### src/rtl/mix_dose_sequencer_if.sv
// Control/status bundle of the mix-dose sequencer: run request, run configuration
// and the pneumatic air-line drives with run status pulses.
interface mix_dose_sequencer_if #(
  parameter int unsigned DWELL_W  = 16,
  parameter int unsigned STROKE_W = 8,
  parameter int unsigned INCUB_W  = 24
);
  logic                start;
  logic                abort;
  logic [DWELL_W-1:0]  dwell;
  logic [STROKE_W-1:0] strokes_a;
  logic [STROKE_W-1:0] strokes_b;
  logic [INCUB_W-1:0]  incub;
  logic                air_a;
  logic                air_b;
  logic [2:0]          air_pump;
  logic                air_drain;
  logic                busy;
  logic                done;
  logic                aborted;

  modport master (
    output start, abort, dwell, strokes_a, strokes_b, incub,
    input  air_a, air_b, air_pump, air_drain, busy, done, aborted
  );

  modport slave (
    input  start, abort, dwell, strokes_a, strokes_b, incub,
    output air_a, air_b, air_pump, air_drain, busy, done, aborted
  );
endinterface

### src/rtl/mix_dose_sequencer.sv
// Pneumatic sequencer: meters reagent A then B through a 3-valve peristaltic pump,
// incubates with every valve closed, then drains. Air line 1 = valve closed.
module mix_dose_sequencer #(
  parameter int unsigned DWELL_W  = 16,
  parameter int unsigned STROKE_W = 8,
  parameter int unsigned INCUB_W  = 24
) (
  input  logic                  clk,
  input  logic                  rst_n,
  mix_dose_sequencer_if.slave   seq_io
);
  localparam int unsigned SUM_W   = STROKE_W + 1;
  localparam int unsigned PHASE_W = 3;

  typedef enum logic [2:0] {IDLE, FILL_A, FILL_B, INCUB, DRAIN} state_e;

  state_e              state_q, state_d;
  logic [DWELL_W-1:0]  dwell_q, dwell_d;
  logic [STROKE_W-1:0] sa_q, sa_d, sb_q, sb_d;
  logic [INCUB_W-1:0]  incub_q, incub_d;
  logic [PHASE_W-1:0]  phase_q, phase_d;
  logic [DWELL_W-1:0]  dcnt_q, dcnt_d;
  logic [SUM_W-1:0]    scnt_q, scnt_d;
  logic [INCUB_W-1:0]  icnt_q, icnt_d;
  logic                air_a_q, air_a_d, air_b_q, air_b_d, air_drain_q, air_drain_d;
  logic [2:0]          air_pump_q, air_pump_d;
  logic                busy_q, busy_d, done_q, done_d, aborted_q, aborted_d;

  logic [DWELL_W-1:0]  dwell_last;
  logic [SUM_W-1:0]    stroke_target;
  logic                phase_end, stroke_end;

  // First state at or after 'from' whose work count is non-zero; empty states fall through.
  function automatic state_e first_from(state_e from, logic a_nz, logic b_nz, logic i_nz);
    state_e r;
    r = IDLE;
    if (from == FILL_A && a_nz)                           r = FILL_A;
    else if ((from == FILL_A || from == FILL_B) && b_nz)  r = FILL_B;
    else if (from != DRAIN && i_nz)                       r = INCUB;
    else if (a_nz || b_nz)                                r = DRAIN;
    return r;
  endfunction

  function automatic logic [2:0] pump_pattern(logic [PHASE_W-1:0] ph);
    logic [2:0] p;
    case (ph)
      3'd0:    p = 3'b011;
      3'd1:    p = 3'b001;
      3'd2:    p = 3'b101;
      3'd3:    p = 3'b100;
      3'd4:    p = 3'b110;
      3'd5:    p = 3'b010;
      default: p = 3'b111;
    endcase
    return p;
  endfunction

  always_ff @(posedge clk or negedge rst_n) begin
    if (!rst_n) begin
      state_q     <= IDLE;
      dwell_q     <= '0;
      sa_q        <= '0;
      sb_q        <= '0;
      incub_q     <= '0;
      phase_q     <= '0;
      dcnt_q      <= '0;
      scnt_q      <= '0;
      icnt_q      <= '0;
      air_a_q     <= 1'b1;
      air_b_q     <= 1'b1;
      air_drain_q <= 1'b1;
      air_pump_q  <= 3'b111;
      busy_q      <= 1'b0;
      done_q      <= 1'b0;
      aborted_q   <= 1'b0;
    end else begin
      state_q     <= state_d;
      dwell_q     <= dwell_d;
      sa_q        <= sa_d;
      sb_q        <= sb_d;
      incub_q     <= incub_d;
      phase_q     <= phase_d;
      dcnt_q      <= dcnt_d;
      scnt_q      <= scnt_d;
      icnt_q      <= icnt_d;
      air_a_q     <= air_a_d;
      air_b_q     <= air_b_d;
      air_drain_q <= air_drain_d;
      air_pump_q  <= air_pump_d;
      busy_q      <= busy_d;
      done_q      <= done_d;
      aborted_q   <= aborted_d;
    end
  end

  always_comb begin
    state_d   = state_q;
    dwell_d   = dwell_q;
    sa_d      = sa_q;
    sb_d      = sb_q;
    incub_d   = incub_q;
    phase_d   = phase_q;
    dcnt_d    = dcnt_q;
    scnt_d    = scnt_q;
    icnt_d    = icnt_q;
    done_d    = 1'b0;
    aborted_d = 1'b0;

    dwell_last = (dwell_q == '0) ? '0 : dwell_q - DWELL_W'(1);
    phase_end  = (dcnt_q == dwell_last);
    stroke_end = phase_end && (phase_q == PHASE_W'(5));
    case (state_q)
      FILL_A:  stroke_target = SUM_W'(sa_q);
      FILL_B:  stroke_target = SUM_W'(sb_q);
      default: stroke_target = SUM_W'(sa_q) + SUM_W'(sb_q);
    endcase

    case (state_q)
      IDLE: begin
        if (seq_io.start && !seq_io.abort) begin
          dwell_d = seq_io.dwell;
          sa_d    = seq_io.strokes_a;
          sb_d    = seq_io.strokes_b;
          incub_d = seq_io.incub;
          state_d = first_from(FILL_A, |seq_io.strokes_a, |seq_io.strokes_b, |seq_io.incub);
          done_d  = (state_d == IDLE);
        end
      end
      FILL_A, FILL_B, DRAIN: begin
        dcnt_d = dcnt_q + DWELL_W'(1);
        if (phase_end) begin
          dcnt_d  = '0;
          phase_d = (phase_q == PHASE_W'(5)) ? '0 : phase_q + PHASE_W'(1);
        end
        if (stroke_end) begin
          scnt_d = scnt_q + SUM_W'(1);
          if (scnt_q == stroke_target - SUM_W'(1)) begin
            case (state_q)
              FILL_A:  state_d = first_from(FILL_B, |sa_q, |sb_q, |incub_q);
              FILL_B:  state_d = first_from(INCUB, |sa_q, |sb_q, |incub_q);
              default: state_d = IDLE;
            endcase
          end
        end
      end
      INCUB: begin
        icnt_d = icnt_q + INCUB_W'(1);
        if (icnt_q == incub_q - INCUB_W'(1)) begin
          state_d = first_from(DRAIN, |sa_q, |sb_q, |incub_q);
        end
      end
      default: state_d = IDLE;
    endcase

    // Abort wins over a completion decided in the same cycle.
    if (state_q != IDLE && seq_io.abort) begin
      state_d   = IDLE;
      aborted_d = 1'b1;
    end else if (state_q != IDLE && state_d == IDLE) begin
      done_d = 1'b1;
    end

    if (state_d != state_q) begin
      phase_d = '0;
      dcnt_d  = '0;
      scnt_d  = '0;
      icnt_d  = '0;
    end

    air_a_d     = (state_d != FILL_A);
    air_b_d     = (state_d != FILL_B);
    air_drain_d = (state_d != DRAIN);
    air_pump_d  = (state_d == FILL_A || state_d == FILL_B || state_d == DRAIN)
                  ? pump_pattern(phase_d) : 3'b111;
    busy_d      = (state_d != IDLE);
  end

  assign seq_io.air_a     = air_a_q;
  assign seq_io.air_b     = air_b_q;
  assign seq_io.air_drain = air_drain_q;
  assign seq_io.air_pump  = air_pump_q;
  assign seq_io.busy      = busy_q;
  assign seq_io.done      = done_q;
  assign seq_io.aborted   = aborted_q;
endmodule

### src/flat_wrapper.sv
// flat-port wrapper written by rule: the top's interface ports become plain ports
module mix_dose_sequencer_flat 
#(
  parameter int unsigned DWELL_W  = 16,
  parameter int unsigned STROKE_W = 8,
  parameter int unsigned INCUB_W  = 24
)
  (clk, rst_n, seq_io_start, seq_io_abort, seq_io_dwell, seq_io_strokes_a, seq_io_strokes_b, seq_io_incub, seq_io_air_a, seq_io_air_b, seq_io_air_pump, seq_io_air_drain, seq_io_busy, seq_io_done, seq_io_aborted);
  mix_dose_sequencer_if #(.DWELL_W(DWELL_W), .STROKE_W(STROKE_W), .INCUB_W(INCUB_W)) seq_io_i ();
  input  logic clk;
  input  logic rst_n;
  input wire logic [$bits(seq_io_i.start)-1:0] seq_io_start;
  input wire logic [$bits(seq_io_i.abort)-1:0] seq_io_abort;
  input wire logic [$bits(seq_io_i.dwell)-1:0] seq_io_dwell;
  input wire logic [$bits(seq_io_i.strokes_a)-1:0] seq_io_strokes_a;
  input wire logic [$bits(seq_io_i.strokes_b)-1:0] seq_io_strokes_b;
  input wire logic [$bits(seq_io_i.incub)-1:0] seq_io_incub;
  output wire logic [$bits(seq_io_i.air_a)-1:0] seq_io_air_a;
  output wire logic [$bits(seq_io_i.air_b)-1:0] seq_io_air_b;
  output wire logic [$bits(seq_io_i.air_pump)-1:0] seq_io_air_pump;
  output wire logic [$bits(seq_io_i.air_drain)-1:0] seq_io_air_drain;
  output wire logic [$bits(seq_io_i.busy)-1:0] seq_io_busy;
  output wire logic [$bits(seq_io_i.done)-1:0] seq_io_done;
  output wire logic [$bits(seq_io_i.aborted)-1:0] seq_io_aborted;
  assign seq_io_i.start = seq_io_start;
  assign seq_io_i.abort = seq_io_abort;
  assign seq_io_i.dwell = seq_io_dwell;
  assign seq_io_i.strokes_a = seq_io_strokes_a;
  assign seq_io_i.strokes_b = seq_io_strokes_b;
  assign seq_io_i.incub = seq_io_incub;
  assign seq_io_air_a = seq_io_i.air_a;
  assign seq_io_air_b = seq_io_i.air_b;
  assign seq_io_air_pump = seq_io_i.air_pump;
  assign seq_io_air_drain = seq_io_i.air_drain;
  assign seq_io_busy = seq_io_i.busy;
  assign seq_io_done = seq_io_i.done;
  assign seq_io_aborted = seq_io_i.aborted;
  mix_dose_sequencer #(.DWELL_W(DWELL_W), .STROKE_W(STROKE_W), .INCUB_W(INCUB_W)) u_core (.clk(clk), .rst_n(rst_n), .seq_io(seq_io_i));
endmodule
### config.mk
export PLATFORM = sky130hd
export DESIGN_NAME = mix_dose_sequencer_flat
export DESIGN_NICKNAME = d
export VERILOG_FILES = /design/src/rtl/mix_dose_sequencer_if.sv /design/src/rtl/mix_dose_sequencer.sv /design/src/flat_wrapper.sv
export SDC_FILE = /design/constraint.sdc
export NUM_CORES = 1
export LEC_CHECK = 0
export ABC_AREA = 1
export BUFFER_PORTS_ARGS = -buffer_cell sky130_fd_sc_hd__buf_2
export CAP_MARGIN = 30
export CORE_MARGIN = 1.5
export CORE_UTILIZATION = 30
export DETAILED_ROUTE_END_ITERATION = 12
export SKIP_LAST_GASP = 1
export SLEW_MARGIN = 20
export SYNTH_ARGS = -nofsm -noshare
export SYNTH_HDL_FRONTEND = slang
export SYNTH_SLANG_ARGS = --single-unit
### constraint.sdc
create_clock -name clk -period 6.5 [get_ports clk]
set_input_delay 0.975 -clock clk [delete_from_list [all_inputs] [get_ports clk]]
set_output_delay 0.975 -clock clk [all_outputs]
set_load 0.01 [all_outputs]
==> results.yml, run 1 <==
timing:
  timing.final.max_slew_violations: 0
  fin_tns_setup_ps: 0
  setup_viol: 0
  fin_skew_ps: 10.8
  fmax_mhz: 235
  rsz0062_at_grt: "false"
  max-slew-margin-rel: 0.395
  final-hold-violation-count: 0
  final_clock_period_utilization_by_the_worst_path: 0.655
  layout_min_cycle_time_ps: 4260
  worst_slew_pin_slew_ps: 900
detailed_routing:
  vias: 7881
  top_layer: "met4"
  viasPerCell: 4.70
  wl_met1_mm: 10.7
  drc: 0
  drt-pass1-iter-count: 5
  drt_iter0_drc: 492
  wl_met2_mm: 10.7
  totalWireLength_mm: 22.7
  wl_met3_um: 720
  route.antenna.remaining_nets: 0
  wl_per_cell_um: 13.5
die:
  dieArea_um2: 29600
  initial_utilization: 0.307
  fp.dieH_um: 172
  rows: 61
  pin_count: 69
  die-width_um: 172
  core_area_um2: 27900
logic_synthesis:
  syn-num-nets: 1294
  synthDistinctLibCells: 43
  synth_seq_cells: 120
  seq_area_frac_synth: 0.352
  proportion_of_synthesized_flip_flops_having_asynchronous_set_or_reset: 1.00
  dominant_register_cell_in_the_synthesized_netlist: "dfrtp_1"
  synth_edf_count: 0
  syn-cell-area_um2: 8560
  ys.warnings.count: 0
  syn-mean-instance-area_um2: 7.03
  synthesis.instances: 1218
job:
  maximum_capacitance_violations: 0
clock_network:
  cts_buffers: 17
  postCtsSetupBuffers: 0
  clkLatencyLatePin_ps: 430
  cts_hold_repair.buffers: 0
  post_cts.resized_instances: 0
  clk_pin_slew_worst_setup_hold_paths_ps: 60
  cts.sink_count: 120
  cts_max_path_buffers: 2
  cts.root.buffer_cell: "clkbuf_16"
  clock_tree_from_tritoncts: "yes"
  cts.htree.levels: 4
final_layout:
  instances_no_fill: 1677
  post-route-cell-area_um2: 9860
  share_of_post_route_cells_with_drive_strength_above_1: 0.144
  synthToLayoutAreaGrowth_pct: 15.1
  inserted_diodes: 0
  num-nets-final: 1362
worst_setup_path:
  cell_family_with_the_largest_share_of_critical_path_delay: "simple AND/OR/NAND/NOR gates"
  cp.required_ps: 6860
  critical-path-top-cell-by-count: "nand2_1"
  critical_path_top_delay_cell: "nand2_2"
  critical_path_buf_inv_count: 2
  critical_path_depth: 26
  critical_path_peak_fanout: 32
  cpPeakStageDelay_ps: 440
  worst_setup_path_start_kind: "register"
  critical_path_class: "register to register"
  depth_of_the_worst_register_to_register_path: 26
  crit_path_end_kind: "register"
  worst-endpoint-arrival_ps: 4620
power:
  ir_drop_mv: 0.171
  powerDensity_nw_per_um2: 268
  final_total_pwr_mw: 2.64
  power.static_leakage_nw: 4.70
placement:
  dp.final_hpwl_mm: 17.5
  io_buffers: 68
  gpl.final_weighted_congestion: 0.854
  placed_cells_incl_taps: 1644
  dpl-instance-area_um2: 9270
global_routing:
  gr_ovfl_total: 0
  grt_pass1_wl_mm: 38.0
  groute.usage.overall: 0.162
  grt_antenna_before_repair: 0
  vias_in_the_first_global_route: 7748
  pin_count_of_the_biggest_net_entering_global_routing: 70
status:
  run_status: "finished clean"
hold_path:
  hp-class: "primary input to async pin"
cell usage after synthesis (2+ instances only):
cell      instances  area, um^2
buf_6             4        45.0
nor2_2           14        87.6
nand3_4           3        52.6
buf_2             2        10.0
nor2_4           15         169
inv_2             4        15.0
nor3b_2           5        62.6
nand3_1         100         500
dfrtp_1         114        2850
nor3_1           12        60.1
nor3_2            8        80.1
nor2_1          140         526
nand2_2          13        81.3
nand4_1          40         250
o22ai_1           4        25.0
a31oi_1           2        12.5
a21oi_1          17        85.1
nand2_1         352        1320
or4_1             3        22.5
xor2_1           54         473
xnor2_1          21         184
clkbuf_1         14        52.6
nand3b_1          9        67.6
nand3_2           5        50.1
nand2_4           5        56.3
o21ai_0          53         265
or2_2             5        31.3
nor4_1           18         113
and3_1            3        18.8
inv_1           147         552
ha_1             15         188
dfstp_2           6         158
worst paths after layout:
check                                    from                  to  slack, ps
setup / recovery               u_core.sb_q[0]    u_core.scnt_q[1]       2240
max in group asynchronous               rst_n   u_core.phase_q[0]       5000
hold / removal                          rst_n  u_core.dwell_q[14]        480
setup reg to reg               u_core.sb_q[0]    u_core.scnt_q[1]       2240
min in group clk           u_core.incub_q[21]  u_core.incub_q[21]        550
hold reg to reg            u_core.incub_q[21]  u_core.incub_q[21]        550
sequential cells by signal, indices dropped and copies added, names as in the netlist:
signal / count
u_core.seq_io.done: 1
u_core.seq_io.air_b: 1
u_core.seq_io.air_pump: 3
u_core.dwell_q: 16
u_core.seq_io.busy: 1
u_core.sa_q: 8
u_core.seq_io.aborted: 1
u_core.scnt_q: 9
u_core.phase_q: 3
u_core.state_q: 3
u_core.dcnt_q: 16
u_core.seq_io.air_a: 1
u_core.incub_q: 24
u_core.sb_q: 8
u_core.seq_io.air_drain: 1
u_core.icnt_q: 24
per-stage QoR:
stage,hold WS [ps],utilization,setup WS [ps]
after floorplan,489,-,3120
after detailed placement,536,0.332,2260
after CTS,552,0.352,2220
after global placement,534,0.332,2290
after global routing,504,0.353,1720
final,478,0.353,2240
kinds of logic after synthesis:
group	after synthesis	share of synthesized area
buffers and inverters	176	0.0836
and+or+nand+nor	751	0.415
AOI/OAI and AO/OA	80	0.0487
adders and majority gates	16	0.0243
DFF	120	0.352
xor gates and xnor gates	75	0.0767
layer usage:
layer  up-vias  global-route usage
li1       4044                   -
met1      3690               0.204
met2       112               0.274
met3        35              0.0254
met4         0              0.0684
met5         -                   0
report_power, final:
| group | leakage (nW) | switching, mW | total (mW) | internal, mW |
|---|---|---|---|---|
| registers | 1.56 | 0.0919 | 0.914 | 0.822 |
| logic | 2.87 | 0.528 | 0.809 | 0.281 |
| clock network | 0.266 | 0.357 | 0.919 | 0.562 |
| total | 4.70 | 0.977 | 2.64 | 1.66 |
placed cells by master, fill, tap and decap left out, types with 4 or more instances in the layout:
cell type,count
nand2_1,352
inv_1,146
nor2_1,139
dfrtp_1,114
nand3_1,100
buf_2,67
xor2_1,54
o21ai_0,53
nand4_1,40
xnor2_1,21
nor4_1,18
a21oi_1,17
clkbuf_16,17
nor2_4,16
ha_1,15
nor2_2,14
nand2_2,13
nor3_1,12
nand3b_1,9
nor3_2,8
dfstp_2,6
inv_2,5
nand2_4,5
or2_2,5
nand3_2,5
nor3b_2,5
o22ai_1,4
clkinvlp_4,4
clkinv_2,4
cell type report:
cell class	instances	area (um^2)
clock buffers	20	437
multi-input cells	922	4840
fillers	2984	18100
well taps	378	473
repair buffers	71	378
clock inverters	12	128
inverters	154	586
flip-flops and latches	120	3010
No activity file was read; power rests on OpenSTA's default activity.
==> run 2: changes to the inputs <==
Clock period 6.5 ns to 3.5 ns, I/O delays scaled along.
==> run 2 against run 1 <==
The run now ends with setup timing left. Register-to-register slack lost 2400 ps. Cell count grew 3.9%. Design area rose by 9.8%. Clock skew fell by 1.0 ps. Critical path type unchanged. Largest cell class unchanged.
==> results.yml, run 2 (same netlist as run 1, synthesis figures left out) <==
status:
  run_status: "finished, violations left"
  failed_checks: "setup timing"
worst_setup_path:
  critical_path_peak_fanout: 6
  depth_of_the_worst_register_to_register_path: 25
  worst_setup_path_start_kind: "register"
  worst_r2r_startpoint: "u_core.sa_q[0]"
  crit_path_end_kind: "register"
  critical_path_class: "register to register"
  r2r-end: "u_core.dcnt_q[13]"
  cp.required_ps: 3860
  worst-endpoint-arrival_ps: 4050
  r2r_setup_slack_ps: -190
final_layout:
  final_cell_mix: "345 x nand2_1, 144 x inv_1, 121 x nor2_1"
  synthToLayoutAreaGrowth_pct: 26.4
  reg.largest.list: "u_core.icnt_q x24, u_core.incub_q x24"
  inserted_diodes: 0
  final.fill_count: 2915
  register_area_um2: 3010
  final_common_cell: "nand2_1"
  share_of_post_route_cells_with_drive_strength_above_1: 0.221
  multiInputGateArea_um2: 5170
  num-nets-final: 1427
global_routing:
  gr_ovfl_total: 0
  groute.usage.overall: 0.165
  pin_count_of_the_biggest_net_entering_global_routing: 86
  grt_pass1_wl_mm: 38.9
  grt_antenna_before_repair: 0
  vias_in_the_first_global_route: 7788
hold_path:
  hp-class: "primary input to async pin"
timing:
  rsz0062_at_grt: "true"
  max-slew-margin-rel: 0.486
  fin_skew_ps: 9.75
  timing.final.max_slew_violations: 0
  hold-worst-slack_ps: 56.3
  setup_viol: 55
  finalWorstSetupSlack_ps: -187
  fmax_mhz: 271
  final-hold-violation-count: 0
  worst_slew_pin_slew_ps: 771
  layout_min_cycle_time_ps: 3690
  final_clock_period_utilization_by_the_worst_path: 1.05
power:
  ir_drop_mv: 0.377
  power.share.combinational: 0.338
  power.share.clock: 0.344
  pwr-share-seq: 0.318
  power.share.switching: 0.366
  final_total_pwr_mw: 5.29
  power_report.internal_total_mw: 3.35
  power.net_switching_mw: 1.94
  power.static_leakage_nw: 5.08
  powerDensity_nw_per_um2: 489
clock_network:
  cts_max_path_buffers: 2
  cts.root.buffer_cell: "clkbuf_16"
  cts_hold_repair.buffers: 0
  cts.htree.levels: 4
  clock_tree_from_tritoncts: "yes"
  clk_pin_slew_worst_setup_hold_paths_ps: 60
  cts_buffers: 17
  cts.sink_count: 120
  clkLatencyLatePin_ps: 430
detailed_routing:
  wl_per_cell_um: 13.9
  viasPerCell: 4.76
  drt_iter0_drc: 473
  drt-pass1-iter-count: 5
  drc: 0
  route.antenna.remaining_nets: 0
  vias: 8288
  totalWireLength_mm: 24.2
job:
  maximum_capacitance_violations: 0
placement:
  io_buffers: 68
  gpl.final_weighted_congestion: 0.907
  setup_slack_after_placement_ps: -190
  dp.final_hpwl_mm: 17.8
die:
  die-width_um: 172
  initial_utilization: 0.307
  pin_count: 69
  core_area_um2: 27900
  dieArea_um2: 29600
  rows: 61
  fp.dieH_um: 172
==> run 2: changes by cell type in the layout (fill, tap and decap cells not counted), moves of 5 or more <==
cell / before / now
nor2_4: 16 / 33
buf_6: 0 / 10
nand3_2: 5 / 10
nand2_4: 5 / 10
nand3_1: 100 / 95
nand2_1: 352 / 345
buf_4: 3 / 50
nor2_1: 139 / 121
==> run 2: through the flow <==
step,util,instances,TNS [ps],area [um^2]
after floorplan,-,1218,0,8560
after global placement,0.346,1692,-2540,9670
after detailed placement,0.346,1692,-6440,9670
after CTS,0.375,1735,-2510,10500
after global routing,0.387,1742,-18840,10800
final,0.387,1742,-6220,10800
==> run 2: what timing repair did <==
| action | CTS | global route |
|---|---|---|
| cloned | 3 | 2 |
| gates resized for setup | 19 | 72 |
| pin swaps | 7 | 22 |
| setup buffers | 8 | 5 |
| setup endpoints to repair | 54 | 57 |
==> run 2: how the worst max path moves through the flow <==
stage                               from                end  slack (ps)  depth (start not counted)
after global routing      u_core.sa_q[0]  u_core.icnt_q[16]        -430                         25
after global placement    u_core.sb_q[0]  u_core.icnt_q[16]        -100                         24
after detailed placement  u_core.sb_q[0]   u_core.icnt_q[5]        -190                         24
after CTS                 u_core.sb_q[0]  u_core.icnt_q[16]        -100                         25
final                     u_core.sa_q[0]  u_core.dcnt_q[13]        -190                         25
after floorplan           u_core.sb_q[0]   u_core.dcnt_q[5]         120                         24
==> run 2: layer usage <==
| layer | share of wire | up-vias | wire length, um | global-route usage |
|---|---|---|---|---|
| met2 | 0.49 | 193 | 11700 | 0.277 |
| met3 | 0.043 | 23 | 1040 | 0.0298 |
| li1 | - | 4163 | - | - |
| met1 | 0.46 | 3909 | 11100 | 0.217 |
| met5 | 0 | - | 0 | 0 |
| met4 | 0.013 | 0 | 310 | 0.0446 |
==> run 2: layout make-up <==
| type | instances | area share |
|---|---|---|
| Multi-Input combinational cell | 924 | 0.478 |
| Sequential cell | 120 | 0.278 |
| Timing Repair Buffer | 134 | 0.0904 |
| Inverter | 154 | 0.0541 |
| Tap cell | 378 | 0.0437 |
| Clock buffer | 18 | 0.0396 |
| Clock inverter | 14 | 0.0162 |
==> run 2: worst max-delay path, stage by stage (launching register included) <==
cell     delay, ps
dfrtp_1        380
ha_2           200
fa_2           530
inv_2           40
nor2_4         120
nor2_4          50
ha_4           270
xor2_2         120
nand3_1         80
nor2_1          80
nand2_1         60
nor2_1          80
nand4_1        110
nor2_2         190
buf_4          160
nand3_2         70
nand3_2        100
nand2_4         90
nand2_4         90
nand2_2         60
nand2_2        100
nand2_2         70
nor2_4         190
nand2_4        140
buf_12         170
nor2_4          60
==> run 2: power groups by stage <==
stage | registers [mW] | clock network, mW | logic (mW)
2_1_floorplan | 1.67 | 0 | 1.16
3_3_place_gp | 1.70 | 0 | 1.58
3_5_place_dp | 1.70 | 0 | 1.60
4_1_cts | 1.68 | 1.85 | 1.69
5_1_grt | 1.70 | 1.92 | 2.02
6_report | 1.68 | 1.82 | 1.79
==> run 3: changes to the inputs <==
Settings changed: MAX_ROUTING_LAYER set to met4.
==> run 3 against run 2 <==
The flow still finishes with violations (setup timing). Sequential share of layout area is 0.50 points higher. Non-clock buffer count decreased by 9. Register-to-register slack better by 110 ps. Total power decreased by 0.23%. Design area fell by 1.8%. Routed wire length is 2.1% lower. Critical path type unchanged. Largest power group unchanged.
==> results.yml, run 3 (same netlist as run 1, synthesis figures left out) <==
status:
  run_status: "finished, violations left"
  failed_checks: "setup timing"
detailed_routing:
  drt_iter0_drc: 453
  route.antenna.remaining_nets: 0
  vias: 8237
  viasPerCell: 4.76
  wl_per_cell_um: 13.7
  drt-pass1-iter-count: 5
  drc: 0
  totalWireLength_mm: 23.7
die:
  die-width_um: 172
  initial_utilization: 0.307
  pin_count: 69
  dieArea_um2: 29600
  rows: 61
  core_area_um2: 27900
  fp.dieH_um: 172
power:
  ir_drop_mv: 0.359
  power.share.clock: 0.354
  final_total_pwr_mw: 5.28
  power.share.switching: 0.356
  power.share.combinational: 0.326
  power.static_leakage_nw: 5.05
  power_report.internal_total_mw: 3.40
  pwr-share-seq: 0.319
  power.net_switching_mw: 1.88
  powerDensity_nw_per_um2: 496
final_layout:
  num-nets-final: 1417
  final.fill_count: 2927
  inserted_diodes: 0
  final_cell_mix: "345 x nand2_1, 143 x inv_1, 131 x nor2_1"
  final_common_cell: "nand2_1"
  reg.largest.list: "u_core.icnt_q x24, u_core.incub_q x24"
  synthToLayoutAreaGrowth_pct: 24.2
  post-route-cell-area_um2: 10600
  share_of_post_route_cells_with_drive_strength_above_1: 0.204
timing:
  layout_min_cycle_time_ps: 3580
  final-hold-violation-count: 0
  max-slew-margin-rel: 0.576
  worst_slew_pin_slew_ps: 630
  timing.final.max_slew_violations: 0
  finalWorstSetupSlack_ps: -78.7
  fmax_mhz: 279
  hold-worst-slack_ps: 83.2
  rsz0062_at_grt: "true"
  setup_viol: 29
  fin_skew_ps: 9.52
  final_clock_period_utilization_by_the_worst_path: 1.02
clock_network:
  clock_tree_from_tritoncts: "yes"
  cts.root.buffer_cell: "clkbuf_16"
  cts_max_path_buffers: 2
  cts.htree.levels: 4
  cts.sink_count: 120
  clk_pin_slew_worst_setup_hold_paths_ps: 60
  cts_hold_repair.buffers: 0
  clkLatencyLatePin_ps: 430
  cts_buffers: 17
global_routing:
  globalRouteMet3Util: 0.0245
  grt-busiest-layer: "met2"
  grt_pass1_wl_mm: 38.5
  vias_in_the_first_global_route: 7771
  pin_count_of_the_biggest_net_entering_global_routing: 52
  grt_antenna_before_repair: 0
  groute.usage.overall: 0.170
  gr_ovfl_total: 0
  global_route.usage.met1: 0.214
  global_route.usage.met2: 0.281
placement:
  setup_slack_after_placement_ps: -195
  io_buffers: 68
  gpl.final_weighted_congestion: 0.898
  dpl-instance-area_um2: 9650
  dp.final_hpwl_mm: 18.0
worst_setup_path:
  critical_path_buf_inv_count: 3
  r2r_setup_slack_ps: -80
  critical_path_class: "register to register"
  critical_path_peak_fanout: 6
  cp.required_ps: 3850
  crit_path_end_kind: "register"
  worst_setup_path_start_kind: "register"
  cell_family_with_the_largest_share_of_critical_path_delay: "simple AND/OR/NAND/NOR gates"
  worst_r2r_startpoint: "u_core.sa_q[0]"
  critical_path_top_delay_cell: "fa_2"
  timing.critical_path.from: "u_core.sa_q[0]"
  critical-path-top-cell-by-count: "nor2_4"
  worst-endpoint-arrival_ps: 3920
  cpPeakStageDelay_ps: 530
hold_path:
  hp-class: "primary input to async pin"
job:
  maximum_capacitance_violations: 0
## run 3: changes by cell type in the layout (fill, tap and decap cells not counted), moves of 3 or more
cell,previous run,this run
buf_6,10,4
clkinv_4,3,0
nor2_1,121,131
buf_4,50,47
nand2_4,10,7
nand3_2,10,7
nand3_1,95,98
nor2_4,33,24
## run 3: stage by stage
step                TNS [ps]   util  std cells
floorplan                  0      -       1218
global placement       -1780  0.345       1688
detailed placement     -6000  0.346       1689
CTS                     -475  0.375       1730
global route           -9500  0.381       1732
finish                  -915  0.381       1732
## run 3: cell type report
cell class / instances / area (um^2) / share of cell area
timing repair buffer: 125 / 876 / 0.0824
sequential: 120 / 3010 / 0.283
tap: 378 / 473 / 0.0445
clock buffer: 20 / 447 / 0.0420
clock inverter: 12 / 174 / 0.0164
inverter: 154 / 586 / 0.0551
multi-input combinational: 923 / 5070 / 0.477
## run 3: path summary, 6_finish.rpt
path | to | cells after the start
worst min-delay path | u_core.dwell_q[3] | 1
max in group asynchronous | u_core.seq_io.air_a | 2
worst max-delay path | u_core.icnt_q[0] | 25
worst max register to register | u_core.icnt_q[0] | 25
worst min register to register | u_core.incub_q[21] | 2
min in group clk | u_core.dwell_q[14] | 3
## run 3: per-layer routing
| metal | part of all wire | vias up |
|---|---|---|
| met3 | 0.036 | 31 |
| met4 | 0.019 | 0 |
| met2 | 0.49 | 179 |
| met5 | 0 | - |
| li1 | - | 4145 |
| met1 | 0.46 | 3882 |
## run 3: power by group through the flow
| stage | Combinational (mW) | Clock, mW | Sequential [mW] |
|---|---|---|---|
| finish | 1.72 | 1.87 | 1.68 |
| global route | 1.96 | 1.97 | 1.71 |
| CTS | 1.68 | 1.91 | 1.68 |
| global placement | 1.57 | 0 | 1.70 |
| detailed placement | 1.59 | 0 | 1.70 |
| floorplan | 1.16 | 0 | 1.67 |
## run 3: what timing repair did
action	in CTS	in global routing
gates cloned	2	0
gates resized for setup	19	39
setup buffers	7	2
setup endpoints to repair	53	57
pin swaps	12	12
## run 3: worst reg2reg max path, cell delays in order, from the launching register on
cell and delay [ps]:
dfrtp_1 380, ha_2 200, fa_2 530, inv_2 40, nor2_4 90, nor2_4 50
ha_4 260, xor2_1 140, nand3_1 90, nor2_1 80, nand2_1 60, nor2_1 90
nand4_1 130, nor2_4 170, nand2_2 80, nand2_1 80, nand3_2 90, nand2_4 110
nand2_4 70, nand2_2 70, nand2_2 50, nor2_4 170, nand2_8 110, buf_12 150
buf_16 140, nor3_4 90
